### config.mk
export PLATFORM = sky130hd
export DESIGN_NAME = peripheral_spram_wb_master
export DESIGN_NICKNAME = d
export VERILOG_FILES = /design/src/rtl/peripheral_spram_wb_pkg.sv /design/src/rtl/peripheral_spram_wb_master_fifo.sv /design/src/rtl/peripheral_spram_wb_master.sv
export SDC_FILE = /design/constraint.sdc
export NUM_CORES = 1
export LEC_CHECK = 0
export BUFFER_PORTS_ARGS = -buffer_cell sky130_fd_sc_hd__buf_2
export CAP_MARGIN = 40
export CORE_MARGIN = 2
export CORE_UTILIZATION = 52
export DETAILED_ROUTE_END_ITERATION = 16
export GPL_TIMING_DRIVEN = 0
export PLACE_DENSITY = 0.73
export SYNTH_ARGS = -nofsm -noshare
export SYNTH_HDL_FRONTEND = slang
export SYNTH_SLANG_ARGS = --single-unit
export TNS_END_PERCENT = 30
### constraint.sdc
create_clock -name wb_clk_i -period 6 [get_ports wb_clk_i]
set_input_delay 0.6 -clock wb_clk_i [delete_from_list [all_inputs] [get_ports wb_clk_i]]
set_output_delay 0.6 -clock wb_clk_i [all_outputs]
set_load 0.005 [all_outputs]
### src/rtl/peripheral_spram_wb_pkg.sv
// peripheral_spram_wb_pkg: Wishbone CTI/BTE codes shared by the SPRAM slave and burst master, plus the master FSM states
package peripheral_spram_wb_pkg;
    localparam logic [2:0] CTI_CLASSIC      = 3'b000;
    localparam logic [2:0] CTI_INC_BURST    = 3'b010;
    localparam logic [2:0] CTI_END_OF_BURST = 3'b111;
    localparam logic [1:0] BTE_LINEAR       = 2'b00;
    typedef enum logic [1:0] {ST_IDLE, ST_FILL, ST_BURST, ST_DONE} master_state_t;
endpackage

### src/rtl/peripheral_spram_wb_master_fifo.sv
// peripheral_spram_wb_master_fifo: synchronous write-data FIFO with occupancy count and flush
// Ports: wb_clk_i/wb_rst_i (async active-low); push/din in; pop/dout (head, show-ahead) out;
//        flush empties the FIFO (a concurrent push is kept); count/full/empty status.
module peripheral_spram_wb_master_fifo #(
    parameter int W = 36,
    parameter int DEPTH = 16,
    localparam int PW = $clog2(DEPTH),
    localparam int CW = $clog2(DEPTH + 1)
) (
    input  logic          wb_clk_i,
    input  logic          wb_rst_i,
    input  logic          flush,
    input  logic          push,
    input  logic [W-1:0]  din,
    input  logic          pop,
    output logic [W-1:0]  dout,
    output logic [CW-1:0] count,
    output logic          full,
    output logic          empty
);
    logic [W-1:0] mem [DEPTH];
    logic [PW-1:0] wr_ptr, rd_ptr, wr_idx;
    logic do_push, do_pop;
    assign do_push = push & ~full;
    assign do_pop = pop & ~empty;
    assign wr_idx = flush ? '0 : wr_ptr;
    always_ff @(posedge wb_clk_i) begin
        if (do_push) mem[wr_idx] <= din;
    end
    always_ff @(posedge wb_clk_i or negedge wb_rst_i) begin
        if (!wb_rst_i) begin
            wr_ptr <= '0;
            rd_ptr <= '0;
            count <= '0;
        end else if (flush) begin
            wr_ptr <= PW'(do_push);
            rd_ptr <= '0;
            count <= CW'(do_push);
        end else begin
            wr_ptr <= wr_ptr + PW'(do_push);
            rd_ptr <= rd_ptr + PW'(do_pop);
            count <= count + CW'(do_push) - CW'(do_pop);
        end
    end
    assign dout = mem[rd_ptr];
    assign full = count == CW'(DEPTH);
    assign empty = count == '0;
endmodule

### src/rtl/peripheral_spram_wb_master.sv
// peripheral_spram_wb_master: Wishbone burst master feeding the SPRAM slave from read/write commands
// Ports: cmd_* command handshake (start byte address, beats-1); wdat_* write-data stream into FIFO;
//        rdat_* registered read stream (no backpressure); done_o/err_o completion pulse;
//        wb_* Wishbone master bus. Clock wb_clk_i, async active-low reset wb_rst_i.
// Option: define PERIPHERAL_SPRAM_WB_MASTER_ERR_EN to terminate a command on wb_err_i.
module peripheral_spram_wb_master
    import peripheral_spram_wb_pkg::*;
#(
    parameter int DW = 32,
    parameter int AW = 8,
    parameter int MAX_BURST = 16,
    parameter int LW = $clog2(MAX_BURST)
) (
    input  logic          wb_clk_i,
    input  logic          wb_rst_i,
    input  logic          cmd_valid_i,
    output logic          cmd_ready_o,
    input  logic          cmd_we_i,
    input  logic [AW-1:0] cmd_adr_i,
    input  logic [LW-1:0] cmd_len_i,
    input  logic          wdat_valid_i,
    output logic          wdat_ready_o,
    input  logic [DW-1:0] wdat_dat_i,
    input  logic [3:0]    wdat_sel_i,
    output logic          rdat_valid_o,
    output logic [DW-1:0] rdat_dat_o,
    output logic          rdat_last_o,
    output logic          done_o,
    output logic          err_o,
    output logic [AW-1:0] wb_adr_o,
    output logic [DW-1:0] wb_dat_o,
    output logic [3:0]    wb_sel_o,
    output logic          wb_we_o,
    output logic [2:0]    wb_cti_o,
    output logic [1:0]    wb_bte_o,
    output logic          wb_cyc_o,
    output logic          wb_stb_o,
    input  logic [DW-1:0] wb_dat_i,
    input  logic          wb_ack_i,
    input  logic          wb_err_i
);
    localparam int CW = LW + 1;
    master_state_t state, state_nx;
    logic we_q, single_q;
    logic [AW-1:0] adr_q;
    logic [CW-1:0] rem_q, fifo_cnt;
    logic [DW+3:0] fifo_head;
    logic fifo_full, fifo_empty, accept, in_burst, err_hit, beat, last_beat;
    logic [1:0] unused_adr;
    assign unused_adr = cmd_adr_i[1:0];
    assign accept = cmd_valid_i & cmd_ready_o;
    assign in_burst = state == ST_BURST;
`ifdef PERIPHERAL_SPRAM_WB_MASTER_ERR_EN
    logic err_q;
    assign err_hit = in_burst & wb_err_i;
    always_ff @(posedge wb_clk_i or negedge wb_rst_i) begin
        if (!wb_rst_i) err_q <= 1'b0;
        else err_q <= err_hit;
    end
    assign err_o = done_o & err_q;
`else
    logic unused_err;
    assign unused_err = wb_err_i;
    assign err_hit = 1'b0;
    assign err_o = 1'b0;
`endif
    assign beat = in_burst & wb_ack_i & ~err_hit;
    assign last_beat = beat & (rem_q == CW'(1));
    // A write whose data is already buffered skips FILL so it issues as early as a read.
    always_comb begin
        state_nx = state;
        case (state)
            ST_IDLE:  if (accept) state_nx = (!cmd_we_i || fifo_cnt > CW'(cmd_len_i)) ? ST_BURST : ST_FILL;
            ST_FILL:  if (fifo_cnt >= rem_q) state_nx = ST_BURST;
            ST_BURST: if (last_beat || err_hit) state_nx = ST_DONE;
            default:  state_nx = ST_IDLE;
        endcase
    end
    always_ff @(posedge wb_clk_i or negedge wb_rst_i) begin
        if (!wb_rst_i) begin
            state <= ST_IDLE;
            we_q <= 1'b0;
            single_q <= 1'b0;
            adr_q <= '0;
            rem_q <= '0;
            rdat_valid_o <= 1'b0;
            rdat_last_o <= 1'b0;
            rdat_dat_o <= '0;
        end else begin
            state <= state_nx;
            rdat_valid_o <= beat & ~we_q;
            rdat_last_o <= last_beat & ~we_q;
            if (beat & ~we_q) rdat_dat_o <= wb_dat_i;
            if (accept) begin
                we_q <= cmd_we_i;
                single_q <= cmd_len_i == '0;
                adr_q <= {cmd_adr_i[AW-1:2], 2'b00};
                rem_q <= CW'(cmd_len_i) + CW'(1);
            end else if (beat) begin
                adr_q <= adr_q + AW'(4);
                rem_q <= rem_q - CW'(1);
            end
        end
    end
    assign cmd_ready_o = state == ST_IDLE;
    assign done_o = state == ST_DONE;
    assign wdat_ready_o = ~fifo_full;
    assign wb_cyc_o = in_burst;
    assign wb_stb_o = in_burst;
    assign wb_we_o = in_burst & we_q;
    assign wb_adr_o = adr_q;
    assign wb_dat_o = wb_we_o ? fifo_head[DW-1:0] : '0;
    assign wb_sel_o = !in_burst ? 4'h0 : we_q ? fifo_head[DW+3:DW] : 4'hF;
    assign wb_cti_o = !in_burst || single_q ? CTI_CLASSIC : rem_q == CW'(1) ? CTI_END_OF_BURST : CTI_INC_BURST;
    assign wb_bte_o = BTE_LINEAR;
    // On an error the rest of a write's data is discarded so the next command starts clean.
    peripheral_spram_wb_master_fifo #(.W(DW + 4), .DEPTH(MAX_BURST)) u_fifo (
        .wb_clk_i(wb_clk_i),
        .wb_rst_i(wb_rst_i),
        .flush(err_hit & we_q),
        .push(wdat_valid_i & ~fifo_full),
        .din({wdat_sel_i, wdat_dat_i}),
        .pop(beat & we_q & ~fifo_empty),
        .dout(fifo_head),
        .count(fifo_cnt),
        .full(fifo_full),
        .empty(fifo_empty)
    );
endmodule

Word-level counts from Yosys, hierarchy flattened
Memory sizes are Yosys's and may differ from the RTL's.
Index checks and enable logic that the tools add are counted.
{ "word_totals": {"ff_bits": 64, "mem_bits_rw": 576, "out_inout_bits": 90, "elab_cells": 68, "mem_count": 1} }
{ "op_classes": {"bitwise": 14, "order_cmp": 2, "addsub": 7, "n_reduce_logical": 9, "n_eq_ne": 8, "muxes": 16} }
{ "memory_table": {"columns": ["memory", "depth", "width", "read_ports", "rd_clocked_by_memory_dff", "wr", "line_no", "text"], "rows": [
  ["u_fifo.mem", 16, 36, 1, 0, 1, "peripheral_spram_wb_master_fifo.sv:21", "logic [W-1:0] mem [DEPTH];"]
]} }
{ "op_table": {"columns": ["op", "n"], "rows": [
  ["$mux 32", 1],
  ["$mux 8", 2],
  ["$and 1x1->1", 11],
  ["$mux 5", 2],
  ["$add 4x1->4", 2],
  ["$add 8x3->8 const B", 1],
  ["$mux 2", 4],
  ["$mux 4", 2],
  ["$mux 3", 2],
  ["$pmux 2 s3", 1],
  ["$add 4x1->5 const B", 1],
  ["$add 5x1->5", 1],
  ["$eq 5x1->1 const B", 1],
  ["$eq 5x5->1 const B", 1],
  ["$ge 5x5->1", 1],
  ["$gt 5x4->1", 1],
  ["$logic_not 5->1", 1],
  ["$sub 5x1->5", 1],
  ["$sub 5x1->5 const B", 1],
  ["$eq 2x2->1 const B", 2],
  ["$logic_not 4->1", 1],
  ["$ne 2x1->1 const B", 2],
  ["$not 1->1", 3],
  ["$reduce_and 3->1", 1],
  ["other kinds (7)", 10]
]} }

Depth between registers and ports, before layout
{ "logic_depth": {"depth_word": 6, "mapped_depth": 15, "depth_no_buf": 14} }

Modules after synthesis
A second synthesis with hierarchy kept.
{ "hier_totals": {"hier_cells": 1233, "area_unflattened_um2": 25094.1} }
{ "modules_own_cells": {"columns": ["module", "seq_area_each_um2", "cells_each", "area_each_um2", "n_inst"], "rows": [
  ["peripheral_spram_wb_master_fifo", 17621.9, 975, 22332.7, 1],
  ["peripheral_spram_wb_master", 1226.2, 258, 2761.4, 1]
]} }

Least setup slack after synthesis
OpenSTA, ideal clock, no wires.
{ "synth_path": {"kind": "reg2reg", "from": "register u_fifo.count[2]", "to": "memory u_fifo.mem[0][0] (enable)", "arrival_time_ps": 4031, "path_slack_ps": 1496, "period_less_slack_ps": 4504, "setup_ps": 474, "path_stages_with_launch": 8, "path_buffers": 1, "cell_sequence": "dfrtp_1 -> inv_1 -> ha_1 -> nand4_1 -> and2_1 -> clkbuf_1 -> or3b_2 -> nor3_1"} }
{ "synth_via": {"elab_chain_cells": 6} }
{ "synth_lines": {"columns": ["element", "line_no", "text"], "rows": [
  ["start, declared", "peripheral_spram_wb_master_fifo.sv:17", "output logic [CW-1:0] count,"],
  ["start signal, assigned", "peripheral_spram_wb_master_fifo.sv:38", "count <= CW'(do_push);"],
  ["start signal, assigned", "peripheral_spram_wb_master_fifo.sv:42", "count <= count + CW'(do_push) - CW'(do_pop);"],
  ["$eq 5x5->1 *", "peripheral_spram_wb_master_fifo.sv:46", "assign full = count == CW'(DEPTH);"],
  ["$not 1->1 *", null, null],
  ["named net wdat_ready_o", "peripheral_spram_wb_master.sv:22", "output logic wdat_ready_o,"],
  ["$and 1x1->1", "peripheral_spram_wb_master.sv:121", ".push(wdat_valid_i & ~fifo_full),"],
  ["$and 1x1->1 *", "peripheral_spram_wb_master_fifo.sv:24", "assign do_push = push & ~full;"],
  ["$mux 1 *", "peripheral_spram_wb_master_fifo.sv:28", "if (do_push) mem[wr_idx] <= din;"],
  ["$mux 1 (implied by the code) *", "peripheral_spram_wb_master_fifo.sv:28", null],
  ["end, declared", "peripheral_spram_wb_master_fifo.sv:21", null]
]} }
Mark *: on every way through the listed nets, which the timed path passes. The rest lies on a longest branch.

Worst setup path after layout
{ "layout_path": {"from": "register u_fifo.rd_ptr[2]", "to": "output port wb_dat_o[0]"} }
{ "layout_via": {"elab_chain_cells": 2} }
{ "layout_lines": {"columns": ["element", "line_no", "text"], "rows": [
  ["start, declared", "peripheral_spram_wb_master_fifo.sv:22", "logic [PW-1:0] wr_ptr, rd_ptr, wr_idx;"],
  ["start signal, assigned", "peripheral_spram_wb_master_fifo.sv:41", "rd_ptr <= rd_ptr + PW'(do_pop);"],
  ["$mem_v2 16x36", null, null],
  ["$mux 32", "peripheral_spram_wb_master.sv:112", "assign wb_dat_o = wb_we_o ? fifo_head[DW-1:0] : '0;"],
  ["end, declared", "peripheral_spram_wb_master.sv:31", "output logic [DW-1:0] wb_dat_o,"]
]} }
Every way passes these cells.

==> metrics <==
Yosys reg bits between 600 and 700; CTS Buf Count 60; Setup Skew roughly 0.051 ns; first-pass GRT wire length around 83 mm; total of max-cap violations 0; share of power burned in registers 42.3%; YS warnings 0; Finish-stage setup viols 0; Core Region 47,600 µm²; GR Util met3 4.52%; Final Hold Violating Endpoints 0; wire per inst 26.9 µm; CP Max Fanout 10; pre-CTS worst setup slack 2.58 ns; total wire length 56.1 mm; worst slew pin tran 0.949 ns; hold path depth 2; grt ovf 0; Worst Reg-to-Reg Cells 8; Syn-to-layout area delta 17.5%; CP cell instances clkbuf_1, buf_1, mux4_2, mux4_2, and2_1, buf_2; fill cell count 3,193; post-cts resize count 0; most common cell after layout, fill and taps aside edfxtp_1; pwr/cell area 457 nW/µm²; final cycle utilization of the critical path 69.3%; Syn Std Cell Area 25,000 µm²; Die Width around 220 µm; Mapped Cells approximately 1,100; Worst EP arrival 3.56 ns; Worst-Skew Late Latency 0.64 ns; Worst EP required ~5.4 ns; Synth Area in Simple Gates ~2.4%; I/O Buffers 168; Slowest-stage cell, CP buf_1; fmax 241 MHz; main combinational cell family by area after synthesis multiplexers; DRT iter0 DRCs 1,401; most frequent cells in the layout edfxtp_1, buf_2, mux4_2; CTS max path bufs 3; initial antenna violation count 3; final net count 1,535; HP Class in -> reg; relative slew slack 36.6%; io pins 177; Combinational Power Share 30.7%; CP endpoint kind primary output; drt first pass iters 7; Remaining DRCs 0; Internal Power 9.46 mW; Compound-Gate Fraction of Synth Area 0.790%; status finished, final reports clean; Clock Sinks 638; initial core utilization 52.5%; CP Buf/Inv Count 3; Sum Neg Setup Slack 0 ns; Root Buffer clkbuf_16; Switching Power 3.97 mW; Via-to-Cell Ratio 5.99; unrepaired setup endpoints after global routing false; Yosys cell types 40; largest net degree at the start of global routing 40; Tmin final 4.16 ns; vias in the first global route 12,702; Worst IR Drop VDD 0.263 mV; adder-cell area share of the yosys netlist 1.48%; placed instance count between 1,500 and 2,000; static leakage between 10 and 15 nW; Die Footprint 49,900 µm²; number of synthesized flops with an enable pin 576; XOR/XNOR share of the synthesized area 0.665%; switching share of power 29.6%; Levels on crit path 6; Post-synth ARST share about a tenth; Core Rows 80; Most used DFF post-synth edfxtp_1; post-route ant nets 0; grt met2 use 37.3%; global routing's busiest layer met2; clock network power share 27.0%; Clock transition at path regs 0.06 ns; sequential share of the synthesized area 75.3%; Final HPWL DP 35.7 mm; critical path startpoint category flop; DIE HEIGHT 223 µm; TritonCTS clock tree yes; Slew Viols, Final 0; Hold Slack 0.220 ns; total number of vias 12,493; met1 GRT Util 31.9%; share of cells above drive strength 1 38.0%; multiplexer area fraction after synthesis 17.7%; critical path's top delay family buffers and inverters; worst setup path class reg -> out; CTS H-Tree Depth 2; GRT Total Usage 22.9%; Layout Cells excl Fill 2,085; Avg Inst Size Synth between 20 and 25 µm²; routability congestion estimate 0.781; final worst setup slack 1.84 ns; Slowest Stage Delay on Critical Path ~0.69 ns; Crit path top cell by count mux4_2
cells in the mapped netlist, drive strengths merged (2+ instances only):
| library cell | count | area (µm²) |
|---|---|---|
| edfxtp | 576 | 17300 |
| mux4 | 176 | 3960 |
| dfrtp | 62 | 1550 |
| and2 | 34 | 213 |
| buf | 34 | 226 |
| mux2 | 34 | 383 |
| ha | 28 | 350 |
| clkbuf | 27 | 101 |
| nor2 | 24 | 90.1 |
| inv | 22 | 82.6 |
| nand2 | 22 | 82.6 |
| a21oi | 13 | 65.1 |
| xnor2 | 11 | 96.3 |
| a31oi | 8 | 50.1 |
| mux2i | 8 | 80.1 |
| xor2 | 8 | 70.1 |
| nand3 | 7 | 35.0 |
| nand4 | 6 | 37.5 |
| nor3 | 6 | 30.0 |
| o21ai | 5 | 25.0 |
| nand3b | 4 | 30.0 |
| nor2b | 4 | 25.0 |
| a21o | 2 | 15.0 |
| nand2b | 2 | 12.5 |
| nor3b | 2 | 15.0 |
| or2 | 2 | 12.5 |
worst paths after layout:
path,startpoint,end,slack [ns]
worst min-delay path,wb_dat_i[18],rdat_dat_o[18]$_DFFE_PN0P_,0.22
worst max register to register,u_fifo.count[2]$_DFF_PN0_,u_fifo.mem[12][23]$_DFFE_PP_,2.83
worst max-delay path,u_fifo.rd_ptr[2]$_DFF_PN0_,wb_dat_o[0],1.84
max in group asynchronous,wb_rst_i,rem_q[3]$_DFFE_PN0P_,4.82
min in group asynchronous,wb_rst_i,u_fifo.wr_ptr[1]$_DFF_PN0_,0.56
worst min register to register,rdat_dat_o[11]$_DFFE_PN0P_,rdat_dat_o[11]$_DFFE_PN0P_,0.50
registers in the layout, indices dropped and copies added (netlist names):
| signal | count |
|---|---|
| wb_adr_o | 6 |
| rem_q | 5 |
| u_fifo.mem | 576 |
| rdat_dat_o | 32 |
| rdat_valid_o | 1 |
| u_fifo.wr_ptr | 4 |
| u_fifo.count | 5 |
| we_q | 1 |
| state | 2 |
| single_q | 1 |
| u_fifo.rd_ptr | 4 |
| rdat_last_o | 1 |
logic make-up after synthesis:
group / Yosys count
mux: 218
compound gates: 33
flops: 638
other cells: 1
xor+xnor: 19
simple gates: 117
fa+ha+maj: 29
buf+inv: 83
routing by layer:
metal	share of wire, %	vias up
met3	8.2	118
met5	0	-
met4	3.0	0
li1	-	5244
met1	40	6521
met2	49	610
power by group through the flow:
stage,registers [mW],clock network (mW),logic [mW]
finish,5.69,3.62,4.13
global route,5.73,3.85,4.44
CTS,5.69,3.67,4.17
detailed placement,5.78,0,4.14
global placement,5.80,0,3.83
floorplan,5.75,0,2.65
per-stage QoR:
step | util [%] | instance area [µm²] | power, mW
2_1_floorplan | - | 25100 | 8.39
3_3_place_gp | 56.0 | 26700 | 9.62
3_5_place_dp | 57.7 | 27500 | 9.91
4_1_cts | 61.7 | 29400 | 13.5
5_1_grt | 61.7 | 29400 | 14.0
6_report | 61.7 | 29400 | 13.4
worst register-to-register path, cell delays in order (launching register included):
cell and delay [ns]:
dfrtp_1 0.42, inv_1 0.09, ha_1 0.22, nand4_1 0.11, and2_1 0.13, clkbuf_1 0.26
or3b_2 0.61, nor2_4 0.76, buf_12 0.28
area by class of cell:
| class | count | area [µm²] | share of cell area [%] |
|---|---|---|---|
| Antenna cell | 1 | 2.50 | 0.00851 |
| Buffer | 61 | 328 | 1.11 |
| Clock buffer | 73 | 1560 | 5.30 |
| Clock inverter | 39 | 325 | 1.11 |
| Inverter | 22 | 82.6 | 0.281 |
| Multi-Input combinational cell | 421 | 5900 | 20.1 |
| Sequential cell | 638 | 18800 | 64.1 |
| Tap cell | 615 | 769 | 2.62 |
| Timing Repair Buffer | 215 | 1600 | 5.43 |
timing repair:
item | CTS | global route
endpoints found under the hold margin | 3 | 0
setup buffers | 0 | 0
hold buffers | 1 | 0
(Power assumes the default switching activity.)
